$ cat config.mk
export PLATFORM = sky130hd
export DESIGN_NAME = class_vote_sched
export DESIGN_NICKNAME = d
export VERILOG_FILES = /design/src/rtl/class_vote_sched.sv
export SDC_FILE = /design/constraint.sdc
export NUM_CORES = 1
export LEC_CHECK = 0
export ABC_AREA = 0
export BUFFER_PORTS_ARGS = -buffer_cell sky130_fd_sc_hd__buf_2
export CORE_MARGIN = 2
export CORE_UTILIZATION = 50
export DETAILED_ROUTE_END_ITERATION = 10
export PLACE_DENSITY = 0.79
export SKIP_LAST_GASP = 1
export SLEW_MARGIN = 20
export SYNTH_ARGS = -nofsm -noshare
export SYNTH_HDL_FRONTEND = slang
export SYNTH_SLANG_ARGS = --single-unit
export TNS_END_PERCENT = 50
$ cat constraint.sdc
create_clock -name clk -period 3.55 [get_ports clk]
set_input_delay 0.71 -clock clk [delete_from_list [all_inputs] [get_ports clk]]
set_output_delay 0.71 -clock clk [all_outputs]
set_load 0.05 [all_outputs]
$ cat src/rtl/class_vote_sched.sv
// =============================================================================
// class_vote_sched
// -----------------------------------------------------------------------------
// Time-shares one external combinational decision-tree evaluator across an
// ensemble of per-class trees. For each accepted feature vector the block
// walks every (class, tree) slot, drives the evaluator select lines, samples
// the evaluator's 1-bit vote after EVAL_LAT settle cycles, accumulates votes
// per class and reports the winning class (lowest index wins a tie).
//
// Parameters:
//   N_FEAT    feature vector width
//   N_CLASS   number of classes (>= 2)
//   N_TREE    trees per class (>= 1)
//   EVAL_LAT  settle cycles after a select change before sampling (0..15)
//
// Ports:
//   clk        rising-edge clock
//   rst        synchronous active-high reset
//   in_valid   feature vector valid
//   in_ready   ready for a vector (IDLE and not in reset)
//   in_feat    feature vector
//   ev_feat    registered copy of the accepted vector, to the evaluator
//   ev_class   evaluator class select
//   ev_tree    evaluator tree select
//   ev_result  evaluator vote for the current select
//   out_valid  result valid
//   out_ready  result sink ready
//   out_class  winning class index
//   out_votes  vote count of the winning class
//   out_tie    another class equalled the winner's count
//   perf_count completed output handshakes, saturating
//              (only with CLASS_VOTE_SCHED_PERF_CNT_EN defined)
//
// Build option:
//   CLASS_VOTE_SCHED_PERF_CNT_EN  adds the perf_count port and counter.
// =============================================================================
module class_vote_sched #(
    parameter int N_FEAT   = 51,
    parameter int N_CLASS  = 5,
    parameter int N_TREE   = 2,
    parameter int EVAL_LAT = 1,
    localparam int CW = (N_CLASS > 1) ? $clog2(N_CLASS) : 1,
    localparam int TW = (N_TREE  > 1) ? $clog2(N_TREE)  : 1,
    localparam int VW = $clog2(N_TREE + 1)
) (
    input  logic              clk,
    input  logic              rst,

    input  logic              in_valid,
    output logic              in_ready,
    input  logic [N_FEAT-1:0] in_feat,

    output logic [N_FEAT-1:0] ev_feat,
    output logic [CW-1:0]     ev_class,
    output logic [TW-1:0]     ev_tree,
    input  logic              ev_result,

    output logic              out_valid,
    input  logic              out_ready,
    output logic [CW-1:0]     out_class,
    output logic [VW-1:0]     out_votes,
    output logic              out_tie
`ifdef CLASS_VOTE_SCHED_PERF_CNT_EN
    ,
    output logic [15:0]       perf_count
`endif
);

    // -------------------------------------------------------------------------
    // Constants
    // -------------------------------------------------------------------------
    localparam logic [3:0]    LAT        = 4'(EVAL_LAT);
    localparam logic [CW-1:0] LAST_CLASS = CW'(N_CLASS - 1);
    localparam logic [TW-1:0] LAST_TREE  = TW'(N_TREE - 1);

    typedef enum logic [1:0] {
        IDLE = 2'd0,
        EVAL = 2'd1,
        DONE = 2'd2
    } state_t;

    // -------------------------------------------------------------------------
    // State
    // -------------------------------------------------------------------------
    state_t        state;
    logic [3:0]    wait_cnt;
    logic [VW-1:0] votes [N_CLASS];

    // Running winner over the classes evaluated so far.
    logic [CW-1:0] best_class;
    logic [VW-1:0] best_votes;
    logic          best_tie;

    // -------------------------------------------------------------------------
    // Decode
    // -------------------------------------------------------------------------
    logic          accept;
    logic          sample;
    logic          last_tree;
    logic          last_class;
    logic [VW-1:0] cur_count;
    logic [CW-1:0] nb_class;
    logic [VW-1:0] nb_votes;
    logic          nb_tie;

    // in_ready depends on rst directly so it drops in the very cycle reset is
    // asserted, not one cycle later.
    assign in_ready = (state == IDLE) && !rst;
    assign accept   = in_valid && in_ready;

    always_comb begin
        // NOTE: every signal gets a default first so no path leaves it
        // unassigned; otherwise synthesis infers a latch.
        sample     = 1'b0;
        last_tree  = 1'b0;
        last_class = 1'b0;
        cur_count  = '0;
        nb_class   = best_class;
        nb_votes   = best_votes;
        nb_tie     = best_tie;

        if (state == EVAL) begin
            sample     = (wait_cnt == LAT);
            last_tree  = (ev_tree == LAST_TREE);
            last_class = (ev_class == LAST_CLASS);
        end

        // Final count of the current class including this cycle's vote.
        cur_count = votes[ev_class] + VW'(ev_result);

        // Candidate winner once this class's last tree is sampled. Class 0
        // seeds the comparison; later classes replace only on a strictly
        // greater count, so ties resolve to the lowest index.
        if (ev_class == '0) begin
            nb_class = '0;
            nb_votes = cur_count;
            nb_tie   = 1'b0;
        end else if (cur_count > best_votes) begin
            nb_class = ev_class;
            nb_votes = cur_count;
            nb_tie   = 1'b0;
        end else if (cur_count == best_votes) begin
            nb_tie   = 1'b1;
        end
    end

    // -------------------------------------------------------------------------
    // Vote counters
    // -------------------------------------------------------------------------
    // NOTE: the counter array carries no reset; it is cleared on every accept
    // and read only during EVAL, so stale contents after reset are never seen.
    always_ff @(posedge clk) begin
        if (accept) begin
            for (int c = 0; c < N_CLASS; c++) begin
                votes[c] <= '0;
            end
        end else if (sample) begin
            votes[ev_class] <= cur_count;
        end
    end

    // -------------------------------------------------------------------------
    // Sequencer FSM with registered outputs
    // -------------------------------------------------------------------------
    // NOTE: all sequential state uses non-blocking assignments so every
    // register samples the pre-edge values regardless of statement order.
    always_ff @(posedge clk) begin
        if (rst) begin
            state      <= IDLE;
            wait_cnt   <= '0;
            ev_feat    <= '0;
            ev_class   <= '0;
            ev_tree    <= '0;
            best_class <= '0;
            best_votes <= '0;
            best_tie   <= 1'b0;
            out_valid  <= 1'b0;
            out_class  <= '0;
            out_votes  <= '0;
            out_tie    <= 1'b0;
        end else begin
            case (state)
                IDLE: begin
                    if (accept) begin
                        ev_feat  <= in_feat;
                        ev_class <= '0;
                        ev_tree  <= '0;
                        wait_cnt <= '0;
                        state    <= EVAL;
                    end
                end

                EVAL: begin
                    if (!sample) begin
                        wait_cnt <= wait_cnt + 4'd1;
                    end else begin
                        wait_cnt <= '0;
                        if (!last_tree) begin
                            ev_tree <= ev_tree + TW'(1);
                        end else begin
                            ev_tree    <= '0;
                            best_class <= nb_class;
                            best_votes <= nb_votes;
                            best_tie   <= nb_tie;
                            if (!last_class) begin
                                ev_class <= ev_class + CW'(1);
                            end else begin
                                // Final slot: selects return to 0 and the
                                // winner is published directly from the
                                // candidate so DONE shows it immediately.
                                ev_class  <= '0;
                                out_class <= nb_class;
                                out_votes <= nb_votes;
                                out_tie   <= nb_tie;
                                out_valid <= 1'b1;
                                state     <= DONE;
                            end
                        end
                    end
                end

                DONE: begin
                    if (out_ready) begin
                        out_valid <= 1'b0;
                        state     <= IDLE;
                    end
                end

                default: begin
                    state <= IDLE;
                end
            endcase
        end
    end

`ifdef CLASS_VOTE_SCHED_PERF_CNT_EN
    // -------------------------------------------------------------------------
    // Completed-handshake counter, saturating at all ones
    // -------------------------------------------------------------------------
    always_ff @(posedge clk) begin
        if (rst) begin
            perf_count <= '0;
        end else if (out_valid && out_ready && (perf_count != 16'hFFFF)) begin
            perf_count <= perf_count + 16'd1;
        end
    end
`endif

endmodule

==> flow_metrics.py <==
metrics = {
    "routing": {
        "highest_layer": "met4",
        "wl_met3_um": 499,
        "first_pass_iters": 4,
        "totalWireLength_mm": 8.67,
        "via_per_inst": 5.15,
        "wl_per_cell_um": 13.6,
        "met1Wirelength_mm": 3.59,
        "drtIter0Drc": 183,
        "dr_wl_met2_mm": 4.37,
        "drtAntennaViolNets": 0,
        "drc": 0,
        "vias": 3290,
    },
    "timing": {
        "fin_crit_sh_pct": 90.7,
        "hold_viol_final": 0,
        "setup_violations": 0,
        "slew_headroom_pct": 49.2,
        "tightest_slew_ns": 0.761,
        "fin_skew_ns": 0.0118,
        "finalCriticalPeriod_ns": 3.22,
        "rsz0062_at_grt": "no",
        "fmax_mhz": 311,
        "setup_tns_ns": 0,
        "drv_slew": 0,
    },
    "layout": {
        "final_cell_area_mm2": 0.00453,
        "final_util_pct": 62.8,
        "fill_cells": 650,
        "n_antenna_cell": 0,
        "drive_above_1_share_pct": 27.6,
        "fin_nets": 599,
        "syn2layout_area_growth_pct": 22.2,
        "instances_no_fill": 639,
    },
    "critical_path": {
        "cp.arrival_ns": 3.49,
        "regToRegSetupSlack_ns": 0.33,
        "worstPathCellList": "mux4_2 -> mux2_2 -> ha_1 -> xor2_2 -> inv_1 -> ha_1 -> nor2b_1 -> o21ai_1 -> mux2i_1 -> or3_1 -> a21oi_1",
        "cpMostUsedCell": "ha_1",
        "crit_path_max_incr_delay_ns": 0.52,
        "path_class": "flip-flop to flip-flop",
        "startpoint_type": "flip-flop",
        "worstPathMaxFanout": 4,
        "required_ns": 3.82,
        "end_kind": "flip-flop",
        "cpMaxStageDelayCell": "mux4_2",
    },
    "cts": {
        "cts-htree-levels": 3,
        "clk_latency_ns": 0.35,
        "cts_root_buffer": "clkbuf_8",
        "cts_buffer_depth": 2,
        "cts_buffers": 9,
        "cts_tree": "built",
        "ctsHoldBuffers": 0,
        "clk_pin_slew_ns": 0.09,
        "cts_sinks": 93,
    },
    "yosys": {
        "yosysTopAreaCellShare_pct": 41.6,
        "avgSynthCellArea_um2": 8.66,
        "yosysWarnings": 0,
        "synthFlopType": "dfxtp_1",
        "syn_inst": 428,
        "synth_edf_count": 16,
        "ys_ff_latch": 93,
        "synth_area_leader_cell": "dfxtp_1",
        "syn-cell-area_mm2": 0.00371,
        "yosysSeqAreaShare_pct": 54.6,
        "async_reset_ff_share_pct": 0,
        "netlist_top_cells_area": "dfxtp_1, nand2_1, edfxtp_1",
        "synth_fp_nets": 492,
        "yosys.cell_types.count": 36,
    },
    "grt": {
        "grt_max_degree": 75,
        "grt.total_usage_pct": 21.5,
        "grt.overflow.total": 0,
        "grt_pass1_vias": 3177,
        "antenna_found_initial": 0,
        "grt_pass1_wl_mm": 14.4,
    },
    "placement": {
        "routabilityCongestion": 0.780,
        "place_inst": 623,
        "port_buffers": 118,
        "dpl_cell_area_mm2": 0.00435,
        "place_hpwl_mm": 5.96,
    },
    "pwr": {
        "power_switching_uw": 607,
        "leakage_nw": 1.92,
        "switching_share_pct": 29.6,
        "ir_worst_vdd_v": 0.000257,
        "p_seq_share_pct": 54.8,
        "p_per_area_mw_per_mm2": 453,
        "clockPowerShare_pct": 30.7,
        "p_int_mw": 1.45,
        "power_frac_comb_pct": 14.5,
    },
    "floorplanning": {
        "fp.dieH_um": 90.1,
        "die_x_um": 90.1,
        "start_util_pct": 51.4,
        "pin_count": 119,
        "die_area_mm2": 0.00812,
        "core_region_area_mm2": 0.00721,
        "row_count": 31,
    },
    "min_path": {
        "hold_class": "flip-flop to flip-flop",
    },
    "outcome": {
        "status": "complete, no violations",
    },
    "run": {
        "maxCapViolCount": 0,
    },
}
## cell usage in the layout, fill, tap and decap left out, types with 2 or more instances in the layout
| master | count |
|---|---|
| nand3_1 | 7 |
| buf_2 | 118 |
| nor3b_1 | 3 |
| o21ai_0 | 4 |
| dfxtp_1 | 77 |
| clkinvlp_4 | 4 |
| and3_1 | 2 |
| mux2i_1 | 7 |
| nor3_1 | 5 |
| a21oi_1 | 69 |
| clkbuf_8 | 9 |
| a211oi_1 | 3 |
| edfxtp_1 | 16 |
| clkinv_4 | 2 |
| mux4_2 | 3 |
| nor2_1 | 33 |
| nand2_1 | 129 |
| buf_4 | 4 |
| inv_1 | 8 |
| or3_1 | 6 |
| ha_1 | 8 |
| nor2b_1 | 4 |
| mux2_2 | 2 |
## cell type report
cell class	count	area [um^2]	share of cell area, %
clock inverter	7	52.6	1.16
sequential	93	2020	44.7
tap	99	124	2.74
multi-input combinational	301	1560	34.3
clock buffer	9	124	2.74
timing repair buffer	122	621	13.7
inverter	8	30.0	0.663
## worst max-delay path: cells and delay by family (launching register included)
kind / cells / cell delay [ns]
AND/OR/NAND/NOR: 2 / 0.53
buffers and inverters: 1 / 0.10
flip-flops: 1 / 0.44
multiplexers: 3 / 0.94
adder cells (fa/ha/maj): 2 / 0.52
AO/OA/AOI/OAI: 2 / 0.42
XOR/XNOR: 1 / 0.19
## path summary, 6_finish.rpt
check / end / depth (start not counted) / start
max: out_class[0] / 11 / flip-flop
min: ev_feat[1] / 2 / ev_feat[1]
max reg2reg: out_class[0] / 11 / flip-flop
min reg2reg: ev_feat[1] / 2 / ev_feat[1]
## timing repair
item | in CTS | in global routing
hold endpoints to repair | 0 | 0
setup endpoints to repair | 0 | 3
buffers inserted | 0 | 0
resized for setup | 0 | 1
## registers in the layout (all words and copies together) (netlist names), named ones only
register,count
out_valid,1
best_tie,1
state,2
best_class,3
wait_cnt,4
votes,16
out_tie,1
ev_feat,51
out_votes,2
ev_tree,1
best_votes,2
out_class,3
ev_class,3
## routing by layer
metal,GRT usage (%),up-vias
met5,0,-
met4,8.33,0
met3,4.86,19
met2,37.4,110
met1,25.8,1527
li1,-,1634
## through the flow
step	hold WS [ns]	total power, mW	setup WS [ns]
3_3_place_gp	0.437	1.44	0.302
5_1_grt	0.468	2.14	0.125
2_1_floorplan	0.431	1.36	0.334
4_1_cts	0.459	2.07	0.178
6_report	0.455	2.05	0.330
3_5_place_dp	0.445	1.44	0.205
## kinds of logic (layout without fill, tap and decap cells)
kind of cell | Yosys count | in the layout | share of synthesized area, %
adders and majority gates | 8 | 8 | 2.70
xor gates and xnor gates | 1 | 1 | 0.439
muxes | 12 | 12 | 4.32
buffers and inverters | 34 | 146 | 3.71
AOI/OAI and AO/OA | 82 | 82 | 11.6
DFF | 93 | 93 | 54.6
and+or+nand+nor | 198 | 198 | 22.6
## synthesized netlist by cell type, drive strengths merged (2+ instances only)
cell type	instances
a211oi	3
nor2	34
mux2	2
edfxtp	16
mux2i	7
nor3b	3
buf	4
o21ai	5
nor3	6
or3	6
inv	8
a21oi	69
and3	2
ha	8
clkbuf	22
nand3	7
dfxtp	77
nand2	130
mux4	3
nor2b	4
## power by group through the flow
stage          Sequential [mW]  Clock (mW)  Combinational [mW]
2_1_floorplan             1.24           0               0.115
3_3_place_gp              1.15           0               0.289
3_5_place_dp              1.15           0               0.296
4_1_cts                   1.12       0.645               0.297
5_1_grt                   1.13       0.688               0.323
6_report                  1.12       0.630               0.298
(Power assumes the default switching activity.)
